--- config.mk ---
export PLATFORM = sky130hd
export DESIGN_NAME = inst_prefetch_queue
export DESIGN_NICKNAME = d
export VERILOG_FILES = /design/src/rtl/inst_prefetch_queue.sv
export SDC_FILE = /design/constraint.sdc
export NUM_CORES = 1
export LEC_CHECK = 0
export ABC_AREA = 1
export ABC_CLOCK_PERIOD_IN_PS = 3800
export CAP_MARGIN = 20
export CORE_ASPECT_RATIO = 0.8
export CORE_MARGIN = 1.5
export CORE_UTILIZATION = 55
export CTS_BUF_LIST = sky130_fd_sc_hd__clkbuf_16
export CTS_CLUSTER_DIAMETER = 80
export DETAILED_ROUTE_END_ITERATION = 6
export GPL_TIMING_DRIVEN = 0
export HOLD_SLACK_MARGIN = 0.1
export PLACE_DENSITY = 0.9
export SLEW_MARGIN = 15
export SYNTH_ARGS = -nofsm -noshare
export SYNTH_HDL_FRONTEND = slang
export SYNTH_SLANG_ARGS = --single-unit
--- constraint.sdc ---
create_clock -name clk -period 3.8 [get_ports clk]
set_clock_uncertainty 0.2 [all_clocks]
set_input_delay 1.14 -clock clk [delete_from_list [all_inputs] [get_ports clk]]
set_output_delay 1.14 -clock clk [all_outputs]
set_load 0.005 [all_outputs]
--- src/rtl/inst_prefetch_queue.sv ---
// inst_prefetch_queue: credit-limited instruction prefetcher feeding a show-ahead FIFO
module inst_prefetch_queue #(
  parameter int ADDR_W = 32,
  parameter int INST_W = 32,
  parameter int DEPTH = 4,
  parameter int MAX_OUT = 2,
  parameter logic [ADDR_W-1:0] RESET_PC = '0
) (
  input  logic                       clk,
  input  logic                       rst,
  input  logic                       redirect_i,
  input  logic [ADDR_W-1:0]          redirect_pc_i,
  output logic                       rom_ce_o,
  output logic [ADDR_W-1:0]          rom_addr_o,
  input  logic [INST_W-1:0]          rom_data_i,
  input  logic                       rom_valid_i,
  output logic                       inst_valid_o,
  output logic [INST_W-1:0]          inst_o,
  output logic [ADDR_W-1:0]          inst_pc_o,
  input  logic                       inst_ready_i,
  output logic [$clog2(DEPTH):0]     level_o
);
  localparam int PW = $clog2(DEPTH);
  localparam int LW = PW + 1;
  localparam int OW = $clog2(MAX_OUT + 1);
  logic [ADDR_W-1:0] fetch_pc_q, fetch_pc_d, push_pc_q, push_pc_d, redir_pc;
  logic [OW-1:0]     out_q, out_d, drop_q, drop_d;
  logic [LW-1:0]     level_q, level_d;
  logic [PW-1:0]     rd_q, rd_d, wr_q, wr_d;
  logic [INST_W-1:0] inst_mem_q [DEPTH];
  logic [INST_W-1:0] inst_mem_d [DEPTH];
  logic [ADDR_W-1:0] pc_mem_q [DEPTH];
  logic [ADDR_W-1:0] pc_mem_d [DEPTH];
  logic              resp, push, pop;
  // a request is only issued when the queue has a guaranteed slot for its response
  assign rom_ce_o     = rst && !redirect_i && (32'(out_q) < MAX_OUT) && (32'(out_q) + 32'(level_q) < DEPTH);
  assign rom_addr_o   = fetch_pc_q;
  assign inst_valid_o = (level_q != '0) && !redirect_i;
  assign inst_o       = inst_mem_q[rd_q];
  assign inst_pc_o    = pc_mem_q[rd_q];
  assign level_o      = level_q;
  assign redir_pc     = {redirect_pc_i[ADDR_W-1:2], 2'b00};
  // next-state: counters, pointers, redirect flush and stale-response dropping
  always_comb begin
    resp       = rom_valid_i && (out_q != '0);
    push       = resp && (drop_q == '0) && !redirect_i;
    pop        = inst_valid_o && inst_ready_i;
    inst_mem_d = inst_mem_q;
    pc_mem_d   = pc_mem_q;
    fetch_pc_d = redirect_i ? redir_pc : rom_ce_o ? fetch_pc_q + ADDR_W'(4) : fetch_pc_q;
    push_pc_d  = redirect_i ? redir_pc : push ? push_pc_q + ADDR_W'(4) : push_pc_q;
    out_d      = out_q + OW'(rom_ce_o) - OW'(resp);
    drop_d     = redirect_i ? out_q - OW'(resp) : (resp && drop_q != '0) ? drop_q - OW'(1) : drop_q;
    level_d    = redirect_i ? '0 : level_q + LW'(push) - LW'(pop);
    wr_d       = redirect_i ? '0 : wr_q + PW'(push);
    rd_d       = redirect_i ? '0 : rd_q + PW'(pop);
    if (push) begin
      inst_mem_d[wr_q] = rom_data_i;
      pc_mem_d[wr_q]   = push_pc_q;
    end
  end
  // state registers with synchronous active-low reset
  always_ff @(posedge clk) begin
    if (!rst) begin
      fetch_pc_q <= RESET_PC;
      push_pc_q  <= RESET_PC;
      out_q      <= '0;
      drop_q     <= '0;
      level_q    <= '0;
      rd_q       <= '0;
      wr_q       <= '0;
      for (int i = 0; i < DEPTH; i++) begin
        inst_mem_q[i] <= '0;
        pc_mem_q[i]   <= '0;
      end
    end else begin
      fetch_pc_q <= fetch_pc_d;
      push_pc_q  <= push_pc_d;
      out_q      <= out_d;
      drop_q     <= drop_d;
      level_q    <= level_d;
      rd_q       <= rd_d;
      wr_q       <= wr_d;
      inst_mem_q <= inst_mem_d;
      pc_mem_q   <= pc_mem_d;
    end
  end
endmodule

==> impl_metrics.json <==
{
  "fin_nets": 2386,
  "grt_usage": 0.3619,
  "fin_crit_ns": 3.809,
  "cp.arrival_ns": 2.47,
  "status": "finished with violations",
  "rsz0062_at_grt": "false",
  "final_util": 0.6955,
  "dp_cells": 2626,
  "die_w_um": 184.5,
  "layout_commonest_cell": "nor2_1",
  "num_rows": 52,
  "overflow": 0,
  "drive_above_1_share": 0.06861,
  "total_leakage_power_nw": 7.451,
  "port_buffers": 163,
  "htreeDepth": 1,
  "fmax_ghz": 0.2625,
  "seqCellArea_um2": 6387,
  "pin_count": 170,
  "worst_pin_slew_ns": 0.7532,
  "wl_per_cell_um": 18.95,
  "syn_inst": 2109,
  "cpPeakStageDelay_ns": 0.55,
  "ys_ff_latch": 319,
  "synthesis.area_um2": 14490,
  "grt_pass1_wl_um": 78780,
  "final_cells": 2683,
  "hp-class": "flip-flop to flip-flop",
  "die-height_um": 148.2,
  "slowest_stage": "clkdlybuf4s50_1",
  "insertion_delay_ns": 0.57,
  "cts.clk_slew.worst_paths_ns": 0.07,
  "max-cap-violations": 0,
  "cts.sinks": 319,
  "cpMostUsedCell": "clkbuf_8",
  "slew_viol_final": 0,
  "synth_warnings": 0,
  "initial_core_util": 0.5665,
  "criticalPathCategory": "flip-flop to primary output",
  "ir_worst_vdd_v": 0.0003995,
  "drt_iter0_markers": 2696,
  "cts_tree": "done",
  "ant_nets": 0,
  "hold_viol_final": 0,
  "period_share": 1.002,
  "grt_max_degree": 16,
  "worstPathRequired_ns": 2.46,
  "routed_wl_um": 50840,
  "setup_violations": 2,
  "fillers": 2011,
  "numCtsBuffers": 31,
  "path_buf_inv": 5,
  "cp_max_fo": 10,
  "cts.path.max_buffers": 3,
  "root_buffer": "clkbuf_16",
  "post-route-drc-count": 0,
  "gp_congestion": 0.9556,
  "slew_headroom": 0.4979,
  "via_per_inst": 6.089,
  "die-area_um2": 27330,
  "multi_input_area_um2": 7164,
  "route.vias.total": 16340,
  "area_growth_pct": 22.77,
  "crit_chain": "buf_6, clkinv_4, clkbuf_8, clkbuf_8, nor2_1, o22ai_2, clkdlybuf4s50_1",
  "first_pass_iters": 6,
  "hpwl_um": 35560,
  "critPathCaptureType": "primary output",
  "final_cell_mix": "nor2_1 (503), o21ai_0 (390), dfxtp_1 (318)",
  "yosysSeqAreaShare": 0.4408,
  "antenna_found_initial": 0,
  "path_delay_family": "buffers and inverters",
  "violations": "setup timing",
  "n_antenna_cell": 0,
  "layout_setup_ws_ns": -0.008932,
  "ys_types": 31,
  "grt_pass1_vias": 15210,
  "power.density_nw_per_um2": 452.5,
  "syn_area_per_cell_um2": 6.869,
  "core_um2": 25570,
  "start_kind": "flip-flop"
}
## state kept, by name, summed over array words and instances (netlist names)
register,flops
wr_q,2
drop_q,2
rd_q,2
out_q,2
inst_mem_q,128
pc_mem_q,120
push_pc_q,30
rom_addr_o,30
level_o,3
## power breakdown
part / internal (mW) / switching, mW
Combinational: 0.538 / 0.740
Sequential: 3.51 / 0.138
Clock: 1.75 / 1.37
## cells in the mapped netlist
cell type  number  area share
buf_4          18      0.0093
nand2_4         1     0.00078
a31oi_1         9      0.0039
and2_1          2     0.00086
nand3_1        44       0.015
nor2_2          2     0.00086
o21ai_2         1     0.00060
nand2_1       270       0.070
nand4_1         6      0.0026
a21oi_1       181       0.063
o22ai_1        62       0.027
nor2_1        505        0.13
o21ai_1        20      0.0069
buf_2          30       0.010
o21ai_0       390        0.13
nor3_1          3      0.0010
dfxtp_1       319        0.44
a221oi_1        1     0.00060
nor2_4          1     0.00078
xnor2_1         5      0.0030
ha_1            8      0.0069
buf_1           1     0.00026
clkinv_1        3     0.00078
clkbuf_1       95       0.025
inv_1         101       0.026
nand3b_1        7      0.0036
nor3_2          4      0.0028
o211ai_1        2      0.0010
fa_1            1      0.0014
conb_1          1     0.00026
xor2_1         16      0.0097
## worst reg2reg max path, cell delays in order (launching register included)
cell and delay (ns):
dfxtp_1 0.31, inv_1 0.05, ha_1 0.13, inv_1 0.07, nor2_4 0.31, nand2_4 0.20, clkinv_1 0.29, buf_2 0.34
nand2_1 0.09, o21ai_0 0.10, ha_1 0.17, inv_1 0.05, fa_1 0.35, inv_1 0.08, o21ai_0 0.09, a21oi_1 0.11
## final cells by class
type                            count  share of cell area
Buffer                            142             0.04186
Clock inverter                     26             0.01309
Timing Repair Buffer              165             0.09223
Tap cell                          351             0.02469
Inverter                          104             0.02251
Clock buffer                       31             0.04362
Sequential cell                   319              0.3592
Multi-Input combinational cell   1545              0.4028
## cell families after synthesis
kind of cell    Yosys count  synth area share
compound gates          666            0.2371
xor+xnor                 21           0.01270
buf+inv                 248           0.07151
fa+ha+maj                 9          0.008292
simple gates            845            0.2293
other cells               1         0.0002589
flops                   319            0.4408
## repair_timing
| action | in CTS | in global routing |
|---|---|---|
| pin swaps | 1 | 0 |
| gates cloned | 0 | 0 |
| buffers inserted | 2 | 0 |
| setup endpoints to repair | 64 | 61 |
| gates resized for setup | 58 | 40 |
| hold buffers | 0 | 0 |
## stage by stage
| stage | TNS [ns] | power, mW | setup WS, ns | area [um2] | hold WS [ns] |
|---|---|---|---|---|---|
| after floorplan | 0 | 4.300 | 0.6153 | 14500 | 0.2620 |
| after global placement | -4.904 | 4.881 | -1.436 | 16570 | 0.2706 |
| after detailed placement | -6.977 | 4.922 | -1.418 | 16570 | 0.2778 |
| after CTS | 0 | 7.980 | 0.007143 | 17720 | 0.2867 |
| after global routing | 0 | 8.287 | 0.001432 | 17780 | 0.3288 |
| final | -0.01281 | 8.048 | -0.008932 | 17780 | 0.2896 |
## path summary, 6_finish.rpt
check	startpoint	end	slack, ns	cells past startpoint
setup / recovery	rd_q[0]	inst_pc_o[26]	-0.009	7
hold / removal	drop_q[1]	drop_q[1]	0.29	2
setup reg to reg	drop_q[0]	level_o[2]	0.79	15
hold reg to reg	drop_q[1]	drop_q[1]	0.29	2
## routing by layer
metal	wire [um]	vias to the layer above	track usage	share of wire
met4	2161	0	0.1631	0.043
met1	19920	7433	0.4981	0.39
met5	0	-	0	0
met3	7095	223	0.07933	0.14
li1	-	7373	-	-
met2	21660	1308	0.5436	0.43
Power figures use the tool's default switching activity.
